**src/rtl/vector_pkg.sv**
```systemverilog
// Shared types and sizing for the vector combination/unpack path.
package vector_pkg;

    localparam int VEC_WIDTH   = 41;
    localparam int VEC_NIB     = 4;
    localparam int VEC_NGROUPS = 9;
    localparam int VEC_TAG_W   = VEC_WIDTH - VEC_NIB * VEC_NGROUPS;

    typedef logic [VEC_WIDTH-1:0] vec_word_t;
    typedef logic [VEC_NIB-1:0]   vec_nib_t;

    typedef enum logic {
        IDLE = 1'b0,
        SEND = 1'b1
    } unpack_state_e;

endpackage

```
**src/rtl/vector_nib_select.sv**
```systemverilog
// Combinational group mux: picks the idx-th nibble of the held word,
// optionally inverting it to restore upstream polarity.
module vector_nib_select #(
    parameter int NIB     = 4,
    parameter int NGROUPS = 9,
    parameter int INVERT  = 1,
    parameter int IDX_W   = $clog2(NGROUPS)
) (
    input  logic [NIB*NGROUPS-1:0] data,
    input  logic [IDX_W-1:0]       idx,
    output logic [NIB-1:0]         nib
);

    logic [NIB-1:0] raw;

    always_comb begin
        raw = '0;
        for (int g = 0; g < NGROUPS; g++) begin
            if (idx == IDX_W'(g)) begin
                raw = data[g*NIB +: NIB];
            end
        end
    end

    assign nib = (INVERT != 0) ? ~raw : raw;

endmodule

```
**src/rtl/vector_unpacker.sv**
```systemverilog
// Re-serialises a combined vector word into nibble groups, LSB first.
// Optional even-parity sideband enabled by VECTOR_UNPACKER_PARITY_EN.
module vector_unpacker
    import vector_pkg::*;
#(
    parameter int WIDTH   = VEC_WIDTH,
    parameter int NIB     = VEC_NIB,
    parameter int NGROUPS = VEC_NGROUPS,
    parameter int INVERT  = 1,
    parameter int IDX_W   = $clog2(NGROUPS),
    parameter int TAG_W   = WIDTH - NIB * NGROUPS
) (
    input  logic             clk,
    input  logic             rst_n,
    input  logic             in_valid,
    output logic             in_ready,
    input  logic [WIDTH-1:0] in_data,
    output logic             out_valid,
    input  logic             out_ready,
    output logic [NIB-1:0]   out_nib,
    output logic [IDX_W-1:0] out_idx,
    output logic [TAG_W-1:0] out_tag,
    output logic             out_last,
`ifdef VECTOR_UNPACKER_PARITY_EN
    output logic             out_par,
`endif
    output logic             busy
);

    localparam logic [IDX_W-1:0] LAST_IDX = IDX_W'(NGROUPS - 1);
    localparam logic [IDX_W-1:0] IDX_ONE  = IDX_W'(1);

    unpack_state_e    state;
    logic [IDX_W-1:0] idx;
    logic [WIDTH-1:0] hold;
    logic [NIB-1:0]   sel_nib;
    logic             at_last;
    logic             fire;

    assign at_last = (state == SEND) && (idx == LAST_IDX);
    assign fire    = (state == SEND) && out_ready;

    // Only the final nibble's handshake may open the input, enabling
    // back-to-back words without a bubble.
    assign in_ready = (state == IDLE) || (at_last && out_ready);

    always_ff @(posedge clk or negedge rst_n) begin
        if (!rst_n) begin
            state <= IDLE;
            idx   <= '0;
            hold  <= '0;
        end else begin
            unique case (state)
                IDLE: begin
                    if (in_valid) begin
                        hold  <= in_data;
                        idx   <= '0;
                        state <= SEND;
                    end
                end
                SEND: begin
                    if (fire) begin
                        if (idx == LAST_IDX) begin
                            idx <= '0;
                            if (in_valid) begin
                                hold <= in_data;
                            end else begin
                                state <= IDLE;
                            end
                        end else begin
                            idx <= idx + IDX_ONE;
                        end
                    end
                end
                default: begin
                    state <= IDLE;
                    idx   <= '0;
                end
            endcase
        end
    end

    vector_nib_select #(
        .NIB     (NIB),
        .NGROUPS (NGROUPS),
        .INVERT  (INVERT),
        .IDX_W   (IDX_W)
    ) u_sel (
        .data (hold[NIB*NGROUPS-1:0]),
        .idx  (idx),
        .nib  (sel_nib)
    );

    assign busy      = (state == SEND);
    assign out_valid = busy;
    assign out_nib   = busy ? sel_nib : '0;
    assign out_idx   = idx;
    assign out_tag   = hold[WIDTH-1:NIB*NGROUPS];
    assign out_last  = at_last;

`ifdef VECTOR_UNPACKER_PARITY_EN
    assign out_par = ^out_nib;
`endif

endmodule

```
**config.mk**
```make
export PLATFORM = sky130hd
export DESIGN_NAME = vector_unpacker
export DESIGN_NICKNAME = d
export VERILOG_FILES = /design/src/rtl/vector_pkg.sv /design/src/rtl/vector_nib_select.sv /design/src/rtl/vector_unpacker.sv
export SDC_FILE = /design/constraint.sdc
export NUM_CORES = 1
export LEC_CHECK = 0
export CAP_MARGIN = 5
export CORE_MARGIN = 8
export CORE_UTILIZATION = 52
export DETAILED_ROUTE_END_ITERATION = 8
export PLACE_DENSITY = 0.84
export SETUP_SLACK_MARGIN = 0.3
export SLEW_MARGIN = 0
export SYNTH_ARGS = -nofsm -noshare
export SYNTH_HDL_FRONTEND = slang
export SYNTH_HIERARCHICAL = 1
export SYNTH_SLANG_ARGS = --single-unit
```
**constraint.sdc**
```tcl
create_clock -name clk -period 3 [get_ports clk]
set_input_delay 0.75 -clock clk [delete_from_list [all_inputs] [get_ports clk]]
set_output_delay 0.75 -clock clk [all_outputs]
set_load 0.01 [all_outputs]
```
## After elaboration in Yosys (flattened, before gate mapping)

Index checks and enable logic that the tools add are counted.

| operators by class | value |
|---|---|
| add/subtract/negate cells | 1 |
| multiply operators | 0 |
| div/mod/pow operators | 0 |
| $lt $le $gt $ge | 0 |
| equality and inequality tests | 11 |
| shift operators | 0 |
| mux-type cells | 22 |
| bitwise logic cells | 2 |
| reductions and logical operators | 7 |

Operator list:

| kind | number |
|---|---|
| $mux 41 | 3 |
| $pmux 41 s2 | 1 |
| $mux 4 | 13 |
| $eq 4x3->1 const B | 4 |
| $eq 4x2->1 const B | 2 |
| $pmux 4 s2 | 1 |
| $add 4x1->4 const B | 1 |
| $eq 4x1->1 const B | 1 |
| $eq 4x4->1 const B | 1 |
| $logic_not 4->1 | 1 |
| $ne 2x1->1 const B | 2 |
| $not 4->4 | 1 |
| $reduce_and 2->1 | 2 |
| $logic_and 1x1->1 | 3 |
| $mux 1 | 3 |
| $ne 2x2->1 const B | 1 |
| $pmux 1 s2 | 1 |
| $logic_or 1x1->1 | 1 |
| $not 1->1 | 1 |

| storage, ports and cells | value |
|---|---|
| register bits after elaboration | 46 |
| bits in latches | 0 |
| bits in writable memories | 0 |
| bits in read-only memories | 0 |
| input bits | 45 |
| output and inout port bits | 17 |
| word-level logic and storage cells | 46 |
| memories | 0 |

## Depth between registers and ports, before layout

| depth | value |
|---|---|
| depth after elaboration | 12 |
| mapped depth | 6 |
| depth with buffers taken out | 5 |

## By module

Netlist, hierarchy kept.

Modules (own cells, without submodules):

| module | instances | cells an instance | area an instance (um2) |
|---|---|---|---|
| vector_unpacker | 1 | 130 | 1988.2 |
| vector_nib_select | 1 | 58 | 411.6 |

## Worst setup path before layout

OpenSTA, ideal clock, no wires.

| timing path | value |
|---|---|
| path type | reg-to-output |
| start point | register idx[0], in the netlist out_idx[0] |
| end point | output port out_nib[2] |
| arrival | 1.521 ns |
| data required time | 2.250 ns |
| setup slack | 0.729 ns |
| stages on the path, launching flop included | 6 |
| cells stage by stage | dfrtp_1 > mux4_2 > nand2_1 > a21oi_1 > a31oi_1 > and2_1 |

| between the ends | value |
|---|---|
| cells in the longest elaborated chain, start to end | 12 |

RTL lines:

| what | line | source |
|---|---|---|
| start: declaration | vector_unpacker.sv:34 | `logic [IDX_W-1:0] idx;` |
| start signal: assignment | vector_unpacker.sv:71 | `idx <= idx + IDX_ONE;` |
| $logic_not 4->1 | vector_nib_select.sv:19 | `if (idx == IDX_W'(g)) begin` |
| $mux 4 (8 in a row) | vector_nib_select.sv:19 |  |
| $mux 4 * | vector_nib_select.sv:19 |  |
| $not 4->4 * | vector_nib_select.sv:25 | `assign nib = (INVERT != 0) ? ~raw : raw;` |
| net sel_nib[2] | vector_unpacker.sv:36 | `logic [NIB-1:0] sel_nib;` |
| $mux 4 * | vector_unpacker.sv:96 | `assign out_nib = busy ? sel_nib : '0;` |
| end: declaration | vector_unpacker.sv:20 | `output logic [NIB-1:0] out_nib,` |

Mark *: on every way through the listed nets, which the timed path passes. The rest lies on a longest branch.

## Final worst setup path

| timing path | value |
|---|---|
| start point | register idx[0], in the netlist out_idx[0] |
| end point | output port out_nib[1] |

Same word-level chain as after synthesis.

==> metrics.yaml <==
clocking:
  clk_pin_slew_ps: 80
  clkSinkCount: 46
  cts_tree: "built"
  clock-root-buffer: "clkbuf_8"
  clock_path_buffers: 2
  h-tree-depth: 2
  insertion_delay_ps: 290
  cts_buffers: 5
timing:
  slew_violations: 0
  fin_tns_setup_ps: 0
  fin_skew_ps: 4.51
  relSlewSlack_pct: 33.7
  setup_viol: 0
  fin_crit_ps: 2710
  grt_setup_unrepaired: "yes"
  setup_ws_ps: 291
  period_share_pct: 90.3
  fmax_mhz: 369
  final_hold_viol_count: 0
  worstMarginPinSlew_ps: 995
worst_setup_path:
  r2r_cells: 8
  crit_end: "out_nib[1]"
  cp-end-kind: "primary output"
  cp.arrival_ps: 1960
  rr_endpoint: "hold[24]$_DFFE_PN0P_"
  crit_path_start: "out_idx[0]$_DFFE_PN0P_"
  critPathMaxFanout: 5
  startpoint_type: "register"
  critPathKind: "reg -> out"
  critPathRequiredTime_ps: 2250
  regToRegSetupSlack_ps: 920
  worstReg2RegStart: "out_idx[0]$_DFFE_PN0P_"
logic_synthesis:
  synth-seq-area-share_pct: 48.0
  synthCells: 188
  ys_types: 37
  netlist_area_sq_mm: 0.00240
  yosys_warnings: 6
  syn_nets: 235
  avgSynthCellArea_sq_um: 12.8
  ys_ff_latch: 46
power_and_ir_drop:
  switchingPower_mw: 1.05
  powerDensity_mw_per_mm2: 957
  finalPower_mw: 3.10
  intPower_mw: 2.05
  p_sw_share_pct: 34.0
  leakagePower_nw: 1.42
  peakVddDrop_uv: 499
  combPwrFrac_pct: 51.3
  seq_power_share_pct: 36.9
  power.clock.fraction_pct: 11.8
placement:
  gp_congestion: 0.864
  dpl-instance-area_sq_mm: 0.00300
  dpl.hpwl_mm: 3.91
  pre_cts_slack_ps: 131
  io_buffers: 61
run:
  cap_violations: 0
cells_and_area:
  nNetsFinal: 312
  syn2layout_area_growth_pct: 35.1
  postLayoutCellArea_sq_mm: 0.00324
  layout_common_cells: "clkdlybuf4s50_1, dfrtp_1, mux2_2, mux2_4, buf_4"
  final_core_util_pct: 73.4
  fillers: 319
  drive_gt1_share_pct: 33.0
  num_antenna_cells: 0
  final_common_cell: "clkdlybuf4s50_1"
grt:
  grt_max_degree: 47
  grt_pass1_wl_mm: 9.25
  track_usage_pct: 16.3
  grt-ovfl-total: 0
  antenna_found_initial: 0
  first_global_vias: 1897
routing:
  ant_nets: 0
  drt_first_pass_iters: 5
  wl_per_cell_um: 18.9
  vias: 1793
  via_per_inst: 5.67
  wirelength_mm: 5.99
  first_iter_violations: 164
  route.detailed.drc: 0
floorplanning:
  fp-row-count: 24
  start_util_pct: 54.4
  coreArea_sq_mm: 0.00441
  fp.dieArea_sq_mm: 0.00705
  die_width_um: 83.9
  io_pins: 62
  die_y_um: 83.9
hold_path:
  min_delay_path_depth: 1
  hold_class: "reg -> reg"
run_status:
  status: "completed"
## cells by family after synthesis
group | count (synthesis) | synth area share (%)
AO/OA/AOI/OAI | 35 | 9.28
XOR/XNOR | 1 | 0.365
adder cells (fa/ha/maj) | 2 | 1.04
buffers and inverters | 20 | 6.15
flip-flops | 46 | 48.0
multiplexers | 43 | 24.4
AND/OR/NAND/NOR | 41 | 10.8
## stage by stage
stage	std cells	hold WS, ps
after floorplan	188	454
after global routing	316	525
after global placement	292	486
after detailed placement	292	487
after CTS	311	505
final	316	500
## critical path: stages (launching register included)
cell and delay [ps]:
dfrtp_2 430, buf_6 130, buf_8 120, nor4b_4 280, buf_4 180, a22oi_1 90, o21ai_0 80, a21oi_1 60
and2_1 170, clkbuf_2 120
## per-layer routing
layer | global-route usage [%] | part of all wire, %
met4 | 5.81 | 2.0
met5 | 0 | 0
met2 | 26.6 | 50
met3 | 5.47 | 7.4
met1 | 19.4 | 40
## power by group through the flow
stage          Sequential (mW)  Combinational, mW  Clock (mW)
2_1_floorplan             1.08              0.951           0
3_3_place_gp              1.17               1.31           0
6_report                  1.14               1.59       0.367
5_1_grt                   1.18               1.70       0.400
3_5_place_dp              1.18               1.35           0
4_1_cts                   1.14               1.45       0.372
## cells in the mapped netlist
library cell / instances / area [sq um]
o21ai_0: 8 / 40.0
nand4_1: 1 / 6.26
nand3b_1: 1 / 7.51
nor2_1: 4 / 15.0
inv_1: 4 / 15.0
a21oi_1: 7 / 35.0
a21boi_0: 1 / 7.51
and2b_1: 1 / 7.51
dfrtp_1: 46 / 1150
mux2_2: 21 / 236
buf_6: 6 / 67.6
nand4b_2: 1 / 15.0
ha_1: 2 / 25.0
o22ai_1: 3 / 18.8
inv_2: 1 / 3.75
nand2b_1: 2 / 12.5
nand3_1: 7 / 35.0
xor2_1: 1 / 8.76
o21ai_1: 2 / 10.0
and4b_1: 1 / 10.0
a31oi_1: 4 / 25.0
mux4_2: 1 / 22.5
nand2_1: 8 / 30.0
mux2_4: 20 / 300
clkbuf_1: 1 / 3.75
nor2b_1: 8 / 50.1
mux4_1: 1 / 26.3
a21boi_4: 1 / 18.8
nor4b_4: 1 / 23.8
and3b_1: 1 / 8.76
buf_4: 6 / 45.0
buf_2: 1 / 5.00
clkbuf_4: 1 / 7.51
nor3b_2: 1 / 12.5
a211oi_1: 3 / 22.5
and2_1: 4 / 25.0
a22oi_1: 6 / 45.0
## cell type report
| type | count | area (sq um) | area share [%] |
|---|---|---|---|
| tap | 52 | 65.1 | 2.01 |
| inverter | 5 | 18.8 | 0.579 |
| clock buffer | 6 | 82.6 | 2.55 |
| sequential | 46 | 1150 | 35.6 |
| multi-input combinational | 122 | 1110 | 34.2 |
| timing repair buffer | 85 | 812 | 25.0 |
## worst min path at each step
stage,from,endpoint,slack [ps]
after global routing,hold[37]$_DFFE_PN0P_,hold[37]$_DFFE_PN0P_,530
final,hold[5]$_DFFE_PN0P_,hold[5]$_DFFE_PN0P_,500
after floorplan,rst_n,busy$_DFF_PN0_,450
after CTS,hold[5]$_DFFE_PN0P_,hold[5]$_DFFE_PN0P_,500
after detailed placement,hold[5]$_DFFE_PN0P_,hold[5]$_DFFE_PN0P_,490
after global placement,hold[1]$_DFFE_PN0P_,hold[1]$_DFFE_PN0P_,490
## sequential cells by signal, indices dropped and copies added (netlist names)
register and flops:
busy 1, out_idx 4, hold 41
## timing repair
| action | 4_1_cts | 5_1_grt |
|---|---|---|
| setup endpoints to repair | 6 | 4 |
| pin swaps | 1 | 4 |
| buffers inserted | 13 | 4 |
| cloned | 0 | 1 |
| resized for setup | 17 | 12 |
| endpoints found under the hold margin | 0 | 0 |
| hold buffers | 0 | 0 |
(Power assumes the default switching activity.)
